==> src/rtl/ps2_host_tx.sv <==
// PS/2 host-to-device transmitter: inhibits the clock, issues a start bit, shifts
// out one byte plus odd parity on device clock falls, then checks the device ack.
module ps2_host_tx #(
    parameter int INHIBIT_CYC = 4800,
    parameter int TIMEOUT_CYC = 720000
) (
    input  logic       clk,
    input  logic       rst,
    input  logic [7:0] sym_data,
    input  logic       sym_valid,
    output logic       sym_ready,
    input  logic       device_clk,
    input  logic       device_dat,
    output logic       device_clk_oe,
    output logic       device_dat_oe,
    output logic       busy,
    output logic       tx_done,
    output logic       tx_err
);

    localparam int CNT_MAX = (INHIBIT_CYC > TIMEOUT_CYC) ? INHIBIT_CYC : TIMEOUT_CYC;
    localparam int CW      = $clog2(CNT_MAX + 1);

    typedef enum logic [2:0] {
        IDLE    = 3'd0,
        INHIBIT = 3'd1,
        START   = 3'd2,
        XFER    = 3'd3,
        ACK     = 3'd4,
        RECOVER = 3'd5
    } state_t;

    function automatic logic odd_parity(input logic [7:0] b);
        return ~^b;
    endfunction

    state_t        state_r;
    logic [7:0]    byte_r;
    logic [CW-1:0] cnt_r;
    logic [3:0]    edge_cnt_r;
    logic          ack_r;
    logic [1:0]    clk_sync_r;
    logic [1:0]    dat_sync_r;
    logic          clk_prev_r;
    logic          sym_ready_r;
    logic          clk_oe_r;
    logic          dat_oe_r;
    logic          busy_r;
    logic          tx_done_r;
    logic          tx_err_r;

    logic clk_s;
    logic dat_s;
    logic fall_s;
    logic in_frame_s;
    logic timeout_s;

    assign clk_s      = clk_sync_r[1];
    assign dat_s      = dat_sync_r[1];
    assign fall_s     = clk_prev_r & ~clk_s;
    assign in_frame_s = (state_r == START) || (state_r == XFER) ||
                        (state_r == ACK)   || (state_r == RECOVER);
    assign timeout_s  = (cnt_r == CW'(TIMEOUT_CYC - 1));

    assign sym_ready     = sym_ready_r;
    assign device_clk_oe = clk_oe_r;
    assign device_dat_oe = dat_oe_r;
    assign busy          = busy_r;
    assign tx_done       = tx_done_r;
    assign tx_err        = tx_err_r;

    // Two-flop synchronizers for the raw bus lines plus the previous clock sample.
    always_ff @(posedge clk or posedge rst) begin
        if (rst) begin
            clk_sync_r <= 2'b11;
            dat_sync_r <= 2'b11;
            clk_prev_r <= 1'b1;
        end else begin
            clk_sync_r <= {clk_sync_r[0], device_clk};
            dat_sync_r <= {dat_sync_r[0], device_dat};
            clk_prev_r <= clk_s;
        end
    end

    // Transfer sequencer with registered line drivers and status pulses.
    always_ff @(posedge clk or posedge rst) begin
        if (rst) begin
            state_r     <= IDLE;
            byte_r      <= 8'h00;
            cnt_r       <= {CW{1'b0}};
            edge_cnt_r  <= 4'd0;
            ack_r       <= 1'b0;
            sym_ready_r <= 1'b0;
            clk_oe_r    <= 1'b0;
            dat_oe_r    <= 1'b0;
            busy_r      <= 1'b0;
            tx_done_r   <= 1'b0;
            tx_err_r    <= 1'b0;
        end else begin
            tx_done_r <= 1'b0;
            tx_err_r  <= 1'b0;
            if (in_frame_s && timeout_s) begin
                state_r     <= IDLE;
                clk_oe_r    <= 1'b0;
                dat_oe_r    <= 1'b0;
                busy_r      <= 1'b0;
                sym_ready_r <= 1'b1;
                tx_err_r    <= 1'b1;
                cnt_r       <= {CW{1'b0}};
            end else begin
                if (in_frame_s) begin
                    cnt_r <= fall_s ? {CW{1'b0}} : cnt_r + CW'(1);
                end else begin
                    cnt_r <= cnt_r;
                end
                case (state_r)
                    IDLE: begin
                        if (sym_valid && sym_ready_r) begin
                            byte_r      <= sym_data;
                            state_r     <= INHIBIT;
                            clk_oe_r    <= 1'b1;
                            dat_oe_r    <= 1'b0;
                            busy_r      <= 1'b1;
                            sym_ready_r <= 1'b0;
                            cnt_r       <= {CW{1'b0}};
                        end else begin
                            sym_ready_r <= 1'b1;
                        end
                    end
                    // The extra cycle after INHIBIT_CYC holds clock low with the start bit driven.
                    INHIBIT: begin
                        cnt_r <= cnt_r + CW'(1);
                        if (cnt_r == CW'(INHIBIT_CYC)) begin
                            state_r    <= START;
                            clk_oe_r   <= 1'b0;
                            cnt_r      <= {CW{1'b0}};
                            edge_cnt_r <= 4'd0;
                        end else if (cnt_r == CW'(INHIBIT_CYC - 1)) begin
                            dat_oe_r <= 1'b1;
                        end else begin
                            dat_oe_r <= dat_oe_r;
                        end
                    end
                    START: begin
                        if (fall_s) begin
                            edge_cnt_r <= 4'd1;
                            dat_oe_r   <= ~byte_r[0];
                            state_r    <= XFER;
                        end else begin
                            state_r <= START;
                        end
                    end
                    XFER: begin
                        if (fall_s) begin
                            edge_cnt_r <= edge_cnt_r + 4'd1;
                            if (edge_cnt_r < 4'd8) begin
                                dat_oe_r <= ~byte_r[edge_cnt_r[2:0]];
                            end else if (edge_cnt_r == 4'd8) begin
                                dat_oe_r <= ~odd_parity(byte_r);
                            end else begin
                                dat_oe_r <= 1'b0;
                                state_r  <= ACK;
                            end
                        end else begin
                            state_r <= XFER;
                        end
                    end
                    ACK: begin
                        if (fall_s) begin
                            ack_r      <= ~dat_s;
                            edge_cnt_r <= edge_cnt_r + 4'd1;
                            state_r    <= RECOVER;
                        end else begin
                            state_r <= ACK;
                        end
                    end
                    RECOVER: begin
                        if (clk_s && dat_s) begin
                            state_r     <= IDLE;
                            busy_r      <= 1'b0;
                            sym_ready_r <= 1'b1;
                            tx_done_r   <= ack_r;
                            tx_err_r    <= ~ack_r;
                        end else begin
                            state_r <= RECOVER;
                        end
                    end
                    default: begin
                        state_r  <= IDLE;
                        clk_oe_r <= 1'b0;
                        dat_oe_r <= 1'b0;
                        busy_r   <= 1'b0;
                    end
                endcase
            end
        end
    end

endmodule
==> config.mk <==
export PLATFORM = sky130hd
export DESIGN_NAME = ps2_host_tx
export DESIGN_NICKNAME = d
export VERILOG_FILES = /design/src/rtl/ps2_host_tx.sv
export SDC_FILE = /design/constraint.sdc
export NUM_CORES = 1
export LEC_CHECK = 0
export CAP_MARGIN = 15
export CORE_ASPECT_RATIO = 1.2
export CORE_MARGIN = 2
export CORE_UTILIZATION = 59
export CTS_CLUSTER_SIZE = 30
export DETAILED_ROUTE_END_ITERATION = 8
export PLACE_DENSITY = 0.88
export SYNTH_ARGS = -nofsm -noshare
export SYNTH_HDL_FRONTEND = slang
export SYNTH_SLANG_ARGS = --single-unit
==> constraint.sdc <==
create_clock -name clk -period 2.92 [get_ports clk]
set_input_delay 0.876 -clock clk [delete_from_list [all_inputs] [get_ports clk]]
set_output_delay 0.876 -clock clk [all_outputs]
set_load 0.05 [all_outputs]
== After elaboration in Yosys (flattened, before gate mapping) ==
Index checks and enable logic that the tools add are counted.
Word-level totals
  memory bits (read-only): 0
  bits in latches: 0
  word-level logic and storage cells: 120
  input port bits: 13
  output and inout bits: 6
  memories: 0
  bits in writable memories: 0
  register bits: 47
Operators by class
  equal/unequal tests: 24
  add/sub/neg operators: 2
  shift-type cells: 0
  div/mod/pow operators: 0
  reduce and logical (&&, ||, !) cells: 22
  mux-type cells: 48
  $mul: 0
  order comparisons: 2
  bitwise logic cells: 8
Operators by type and width (number)
  2-to-1 mux 20 bit: 5
  == test 20 x 13 -> 1 bit, second input constant: 2
  case mux 20 bit (2 select lines): 1
  2-to-1 mux 1 bit: 25
  2-to-1 mux 3 bit: 7
  adder 20 x 1 -> 20 bit, second input constant: 1
  == test 20 bit, second input constant: 1
  case mux 3 bit (6 select lines): 1
  2-to-1 mux 4 bit: 3
  != test 3 bit, second input constant: 4
  case mux 4 bit (3 select lines): 1
  AND reduction 3 bit: 4
  != test 2 x 1 -> 1 bit, second input constant: 4
  != test 4 bit, second input constant: 2
  OR reduction 4 bit: 2
  XNOR reduction 8 bit: 1
  inverter 1 bit: 7
  == test 3 x 2 -> 1 bit, second input constant: 2
  == test 3 bit, second input constant: 2
  != test 3 x 2 -> 1 bit, second input constant: 2
  case mux 1 bit (3 select lines): 2
  AND reduction 6 bit: 1
  nonzero test 3 bit: 2
  case mux 1 bit (5 select lines): 1
  17 further kinds: 23

== Depth between registers and ports, before layout ==
Gate-level depths: netlist of the first run.
  depth in word-level cells: 8
  gate-level depth with buffers: 8
  depth with buffers taken out: 6

== Worst setup path before layout of the first run ==
OpenSTA, ideal clock, no wires.
  path kind: reg2reg
  start: register cnt_r[4]
  end: register state_r[0]
  data required time: 2798 ps
  path slack: 887 ps
  arrival time: 1912 ps
  stages on the path, launching flop included: 7
  library setup time: 122 ps
  period minus slack after synthesis: 2033 ps
  path buffers: 2
  cells stage by stage: dfrtp_1 > buf_6 > or4_4 > o311a_1 > buf_6 > a211o_1 > a32o_1
On the way
  longest elaborated chain between the ends: 4
  elaborated cells between the ends (all ways): 9
  classes of those cells: eq/ne (6); mux (1); reduce/logical (2)
RTL lines
  start, declared: RTL line 39  | logic [CW-1:0] cnt_r;
  start signal, assigned: RTL line 90  | cnt_r <= {CW{1'b0}};
  start signal, assigned: RTL line 109  | cnt_r <= {CW{1'b0}};
  start signal, assigned: RTL line 112  | cnt_r <= fall_s ? {CW{1'b0}} : cnt_r + CW'(1);
  == test 20 bit: RTL line 63  | assign timeout_s = (cnt_r == CW'(TIMEOUT_CYC - 1));
  logical AND 1 bit: RTL line 102  | if (in_frame_s && timeout_s) begin
  != test 4 bit (no source line) / != test 3 bit (equally long branches)
  AND reduction 4 bit (no source line)
  end signal, assigned: RTL line 88  | state_r <= IDLE;
  end signal, assigned: RTL line 103  | state_r <= IDLE;
  end signal, assigned: RTL line 120  | state_r <= INHIBIT;
  end, declared: RTL line 37  | state_t state_r;
Several ways; a longest one is shown, not always the timed one.
A chain may end at the register's enable or synchronous reset.

== Worst setup path in the final report of the first run ==
  start: register state_r[1]
  end: register cnt_r[5]
On the way
  longest elaborated chain between the ends: 8
  elaborated cells between the ends (all ways): 14
  classes of those cells: eq/ne (5); mux (4); reduce/logical (5)
RTL lines
  == test 3 x 2 -> 1 bit: RTL line 61  | assign in_frame_s = (state_r == START) || (state_r == XFER) ||
  logical OR 1 bit (2 in a row): RTL line 61
  logical OR 1 bit: RTL line 62  | (state_r == ACK) || (state_r == RECOVER);
  2-to-1 mux 20 bit: RTL line 111  | if (in_frame_s) begin
  2-to-1 mux 20 bit: RTL line 118  | if (sym_valid && sym_ready_r) begin
  case mux 20 bit (2 select lines): RTL line 116  | case (state_r)
  2-to-1 mux 20 bit *: RTL line 102
  end signal, assigned: RTL line 109
  end signal, assigned: RTL line 112
  end signal, assigned: RTL line 114  | cnt_r <= cnt_r;
Mark *: on every way between the ends. The rest lies on a longest branch, timed or not.

==> results of run 1 <==
kinds of logic after synthesis:
family                     Yosys count
AOI/OAI and AO/OA                   81
xor gates and xnor gates            14
adders and majority gates            4
buffers and inverters               29
DFF                                 47
muxes                               11
and+or+nand+nor                    124
stage by stage:
stage | total power [mW] | util (%) | worst slack, ps | instances
floorplan | 2.01 | - | 887 | 310
global placement | 2.24 | 65.4 | 508 | 373
detailed placement | 2.27 | 65.4 | 477 | 373
CTS | 2.78 | 68.0 | 468 | 381
global route | 2.96 | 68.0 | 298 | 381
finish | 2.76 | 68.0 | 472 | 381
state kept, by name (all words and copies together), names as in the netlist:
| name | cells |
|---|---|
| ack_r | 1 |
| busy | 1 |
| byte_r | 8 |
| clk_prev_r | 1 |
| clk_sync_r | 2 |
| cnt_r | 20 |
| dat_sync_r | 2 |
| device_clk_oe | 1 |
| device_dat_oe | 1 |
| edge_cnt_r | 4 |
| state_r | 3 |
| sym_ready | 1 |
| tx_done | 1 |
| tx_err | 1 |
cells in the final DEF, fill, tap and decap left out, types with 4 or more instances in the layout:
cell | netlist | routed
o21a_1 | 5 | 5
nand3_1 | 15 | 15
dfrtp_1 | 42 | 42
a31oi_1 | 5 | 5
and3_1 | 9 | 9
xor2_1 | 6 | 6
clkbuf_8 | 0 | 6
o22ai_1 | 10 | 10
nor2_1 | 22 | 22
and2_1 | 6 | 6
inv_1 | 14 | 13
dfstp_2 | 5 | 5
nand2_1 | 32 | 32
nor3_1 | 11 | 11
mux2_2 | 9 | 9
ha_1 | 4 | 4
nand4_1 | 5 | 5
clkdlybuf4s50_1 | 0 | 18
a21oi_1 | 10 | 10
o21ai_1 | 13 | 13
xnor2_1 | 8 | 8
nor2b_1 | 7 | 7
o21ai_0 | 8 | 8
report_power, final:
part	internal [mW]	total, mW	switching, mW	leakage [nW]
sequential	0.802	1.01	0.205	0.605
combinational	0.547	1.26	0.717	0.628
clock	0.277	0.493	0.216	0.0612
total	1.63	2.76	1.14	1.29
layer usage:
metal / share of wire [%] / GRT usage, % / up-vias / wire length, um
li1: - / - / 1153 / -
met1: 42 / 30.3 / 1146 / 2560
met2: 53 / 43.8 / 69 / 3240
met3: 3.6 / 4.09 / 12 / 219
met4: 2.2 / 10.8 / 0 / 135
met5: 0 / 0 / - / 0
how the worst max path moves through the flow:
stage | startpoint | endpoint | cells past startpoint
floorplan | cnt_r[4]$_DFF_PP0_ | state_r[0]$_DFFE_PP0P_ | 6
CTS | cnt_r[0]$_DFF_PP0_ | cnt_r[5]$_DFF_PP0_ | 6
global route | state_r[1]$_DFFE_PP0P_ | cnt_r[5]$_DFF_PP0_ | 5
detailed placement | sym_valid | byte_r[6]$_DFFE_PP0P_ | 4
global placement | sym_valid | byte_r[1]$_DFFE_PP0P_ | 4
finish | state_r[1]$_DFFE_PP0P_ | cnt_r[5]$_DFF_PP0_ | 5
critical path: stages, from the launching register on:
cell      delay (ps)
dfrtp_1          670
xor2_1           180
and3_1           270
a31oi_1          840
nor2_4           160
o211ai_1         240
area by class of cell:
type | count | area, sq um | share of cell area [%]
Multi-Input combinational cell | 234 | 1500 | 48.1
Sequential cell | 47 | 1180 | 37.9
Timing Repair Buffer | 20 | 195 | 6.25
Clock buffer | 6 | 82.6 | 2.64
Tap cell | 58 | 72.6 | 2.32
Inverter | 14 | 52.6 | 1.68
Clock inverter | 2 | 35.0 | 1.12
==> results.toml, run 1 <==
[timing]
max_freq_mhz = 408
finalHoldViolations = 0
fin_worst_skew_ps = 7.64
max_slew.worst_pin.slew_ps = 1160
finalSetupViolCount = 0
hold-worst-slack_ps = 356
max_slew_margin_pct = 22.6
min_period_ps = 2450
slew_viol_final = 0
post-route-period-util_pct = 83.8
rsz0062_at_grt = "no"
fin_setup_tns_ps = 0

[clock_network]
cts.path.max_buffers = 2
cts_sinks = 47
htreeDepth = 2
hold_buffers = 0
cts_buffers = 5
root_buffer = "clkbuf_8"
clkSlewWorstSetupHoldPaths_ps = 90
cts_setup_buffers = 0
clk_latency_ps = 300
cts_tree = "built"
ctsResizeCount = 0

[die]
io_pins = 19
die_area_sq_um = 5350
num_rows = 27
die_h_um = 79.7
die_width_um = 67.1
coreArea_sq_um = 4590
initial_core_util_pct = 61.4

[global_routing]
grt_pass1_wl_um = 10300
overflow = 0
grt_usage_pct = 25.2
grt_max_degree = 26
antenna_found_initial = 0
first_global_vias = 2335

[worst_setup_path]
r2r_slack_ps = 470
start_kind = "flip-flop"
criticalPathCategory = "reg2reg"
worst_setup_path_end_kind = "flip-flop"
critPathRequiredTime_ps = 3130
crit_fanout = 17
cp.arrival_ps = 2660
timing.rr.end = "cnt_r[5]$_DFF_PP0_"
r2r_cells = 5
regToRegStartpoint = "state_r[1]$_DFFE_PP0P_"

[yosys]
synth.distinct_cells = 55
syn_inst = 310
synthesis.area_sq_um = 2820
yosys-top-cells-area = "dfrtp_1 (37%), dfstp_2 (4.7%), nand2_1 (4.3%), mux2_2 (3.6%), nor2_1 (2.9%)"
synth_top_family_by_area = "simple AND/OR/NAND/NOR gates"
synth_compound_area_share_pct = 19.1
yosys_warnings = 0
syn_avg_cell_area_sq_um = 9.09
synth_area_leader_cell = "dfrtp_1"
synth_most_common_cell = "dfrtp_1"
syn_nets = 327
synth-seq-cells = 47
synth_commonest_cells = "dfrtp_1 (42), nand2_1 (32), nor2_1 (22), nand3_1 (15), inv_1 (14)"
synth_simple_gate_area_share_pct = 22.9
synth.mux.area_fraction_pct = 5.19
synth_fa_ha_area_share_pct = 1.78
seq_area_frac_synth_pct = 41.9
synth_edf_count = 0
synthArstFlopShare_pct = 100
synth-main-ff-cell = "dfrtp_1"
yosys.area_share.xor_xnor_pct = 4.35
synth_top_area_share_pct = 37.3

[worst_hold_path]
whs_endpoint = "dat_sync_r[1]$_DFF_PP1_"
hold_path_depth = 0
holdCritPathClass = "reg2reg"
holdCritStartpoint = "dat_sync_r[0]$_DFF_PP1_"

[routing]
remaining_drc_errors = 0
vias = 2380
wl_um = 6150
dr.pass1.iters = 4
drt-vias-per-instance = 6.25
drt_iter0_markers = 168
detail_route.wl_per_cell_um = 16.1
ant_nets = 0

[finish]
num_antenna_cells = 0
area_delta_synth_final_pct = 10.8
layout-drive-gt1-share_pct = 9.60
nNetsFinal = 339
fin_area_sq_um = 3120
fill_cells = 374

[placed_design]
placed_cell_area_sq_um = 3010
dp_hpwl_um = 4410
numPortBuffers = 18
routabilityCongestion = 0.891

[power]
vdd_drop_max_v = 0.000527
power_density_nw_per_um2 = 885
leakage_nw = 1.29

[run]
maxCapViolCount = 0

[run_status]
status = "completed"
Note: power is estimated with default switching activity, not from simulation.
==> run 2, diff against run 1 <==
CORE_UTILIZATION = 53   (was 59)
PLACE_DENSITY = 0.84   (was 0.88)
clock period = 2.25 ns   (was 2.92 ns; I/O delays follow)
==> run 2 against run 1 <==
  * Final cell count grew 8.1%
  * Total power up 39%
  * Non-clock buffer count increased by 27
  * Critical path type is now reg2out
  * Highest routed layer unchanged
  * Via count increased by 5.8%
  * Clock-buffer cell count fell by 1
==> results.toml, run 2 (synthesized netlist as in run 1, its figures left out) <==
[placed_design]
numPortBuffers = 18
pre_cts_ws_ps = 45.9
routabilityCongestion = 0.951
dp_hpwl_um = 5070
placed_cell_area_sq_um = 3240
dp_cells = 404

[die]
die_h_um = 83.9
die_width_um = 70.6
num_rows = 29
io_pins = 19
coreArea_sq_um = 5230
initial_core_util_pct = 54.0
die_area_sq_um = 5920

[finish]
final_common_cell = "dfrtp_1"
multiInputGateArea_sq_um = 1510
layout_common_cells = "dfrtp_1 (42), nand2_1 (32), buf_4 (27), nor2_1 (22), clkdlybuf4s50_1 (17)"
fin_area_sq_um = 3360
nNetsFinal = 366
regMostFlops = "cnt_r"
layout-drive-gt1-share_pct = 16.6
stdcell_count = 412
fill_cells = 417
num_antenna_cells = 0
register_area_sq_um = 1180
area_delta_synth_final_pct = 19.3
reg.largest.list = "cnt_r (20), byte_r (8), edge_cnt_r (4)"
largest_reg_flops = 20
post-route-util_pct = 64.4

[timing]
setup_slack_ps = 71.5
finalSetupViolCount = 0
hold-worst-slack_ps = 359
rsz0062_at_grt = "no"
max_slew.worst_pin.slew_ps = 597
post-route-period-util_pct = 96.8
fin_setup_tns_ps = 0
finalHoldViolations = 0
max_freq_mhz = 459
min_period_ps = 2180
max_slew_margin_pct = 60.2
fin_worst_skew_ps = 13.5
slew_viol_final = 0

[worst_setup_path]
path_buf_inv = 1
slowest_stage = "clkdlybuf4s50_1"
cp.arrival_ps = 1500
start_kind = "flip-flop"
critical-path-top-delay-family = "buffers and inverters"
critPathRequiredTime_ps = 1570
criticalPathCategory = "reg2out"
worst_setup_path_end_kind = "output port"
r2r_cells = 5
crit_fanout = 3
max_stage_delay_ps = 810
cp_num_cells = 1
regToRegStartpoint = "cnt_r[19]$_DFF_PP0_"
timing.rr.end = "state_r[0]$_DFFE_PP0P_"
r2r_slack_ps = 130
worstPathCellList = "clkdlybuf4s50_1"

[routing]
vias = 2519
remaining_drc_errors = 0
wl_met2_um = 3550
highest_layer = "met4"
dr.pass1.iters = 4
wl_met3_um = 383
detail_route.wl_per_cell_um = 16.7
drt-vias-per-instance = 6.11
drt-met1-wl_um = 2770
drt_iter0_markers = 173
ant_nets = 0
wl_um = 6870

[worst_hold_path]
hold_path_depth = 0
holdCritPathClass = "reg2reg"
whs_endpoint = "clk_sync_r[1]$_DFF_PP1_"
holdCritStartpoint = "clk_sync_r[0]$_DFF_PP1_"

[power]
leakage_nw = 1.44
p_total_mw = 3.84
power_density_nw_per_um2 = 1140
vdd_drop_max_v = 0.000476

[clock_network]
root_buffer = "clkbuf_8"
cts_sinks = 47
clkSlewWorstSetupHoldPaths_ps = 90
hold_buffers = 0
cts.path.max_buffers = 2
cts_setup_buffers = 0
cts_tree = "built"
clk_latency_ps = 310
htreeDepth = 2
cts_buffers = 5

[global_routing]
grt_pass1_wl_um = 11700
grt_max_degree = 22
grt_usage_pct = 24.4
antenna_found_initial = 0
first_global_vias = 2564
overflow = 0

[run_status]
status = "completed"

[run]
maxCapViolCount = 0
-- run 2: cell count changes in the layout (fill, tap and decap cells not counted), sizes merged --
cell / previous run / this run
buf: 2 / 29
clkbuf: 6 / 5
clkdlybuf4s50: 18 / 17
dlygate4sd2: 0 / 1
inv: 14 / 15
-- run 2: repair_timing --
action / CTS / global route
resized for setup: 1 / 1
setup endpoints to repair: 1 / 2
pin swaps: 0 / 0
cloned: 0 / 0
-- run 2: report_power, final --
group	leakage (nW)	internal, mW	switching [mW]
clock network	0.0587	0.337	0.308
registers	0.605	1.04	0.270
logic	0.776	0.882	1.00
total	1.44	2.26	1.58
-- run 2: final cells by class --
| class | instances | area share [%] |
|---|---|---|
| Clock inverter | 3 | 1.41 |
| Timing Repair Buffer | 47 | 12.5 |
| Sequential cell | 47 | 35.2 |
| Multi-Input combinational cell | 234 | 45.0 |
| Clock buffer | 5 | 2.05 |
| Inverter | 14 | 1.56 |
| Tap cell | 62 | 2.31 |
-- run 2: how the worst max path moves through the flow --
stage | from | to | slack [ps]
floorplan | cnt_r[4]$_DFF_PP0_ | state_r[0]$_DFFE_PP0P_ | 220
global placement | sym_valid | cnt_r[5]$_DFF_PP0_ | 140
detailed placement | sym_valid | cnt_r[16]$_DFF_PP0_ | 50
CTS | device_clk_oe$_DFFE_PP0P_ | device_clk_oe | 70
global route | device_clk_oe$_DFFE_PP0P_ | device_clk_oe | 40
finish | device_clk_oe$_DFFE_PP0P_ | device_clk_oe | 70
-- run 2: routing by layer --
metal	global-route usage (%)	vias up
li1	-	1202
met1	30.2	1214
met2	41.7	86
met3	4.47	17
met4	10.3	0
met5	0	-
==> run 3, diff against run 2 <==
ABC_AREA = 0   (was not set)
CTS_CLUSTER_SIZE = not set   (was 30)
==> results of run 3 <==
The final DEF is identical to that of run 2; final timing and power are the same.
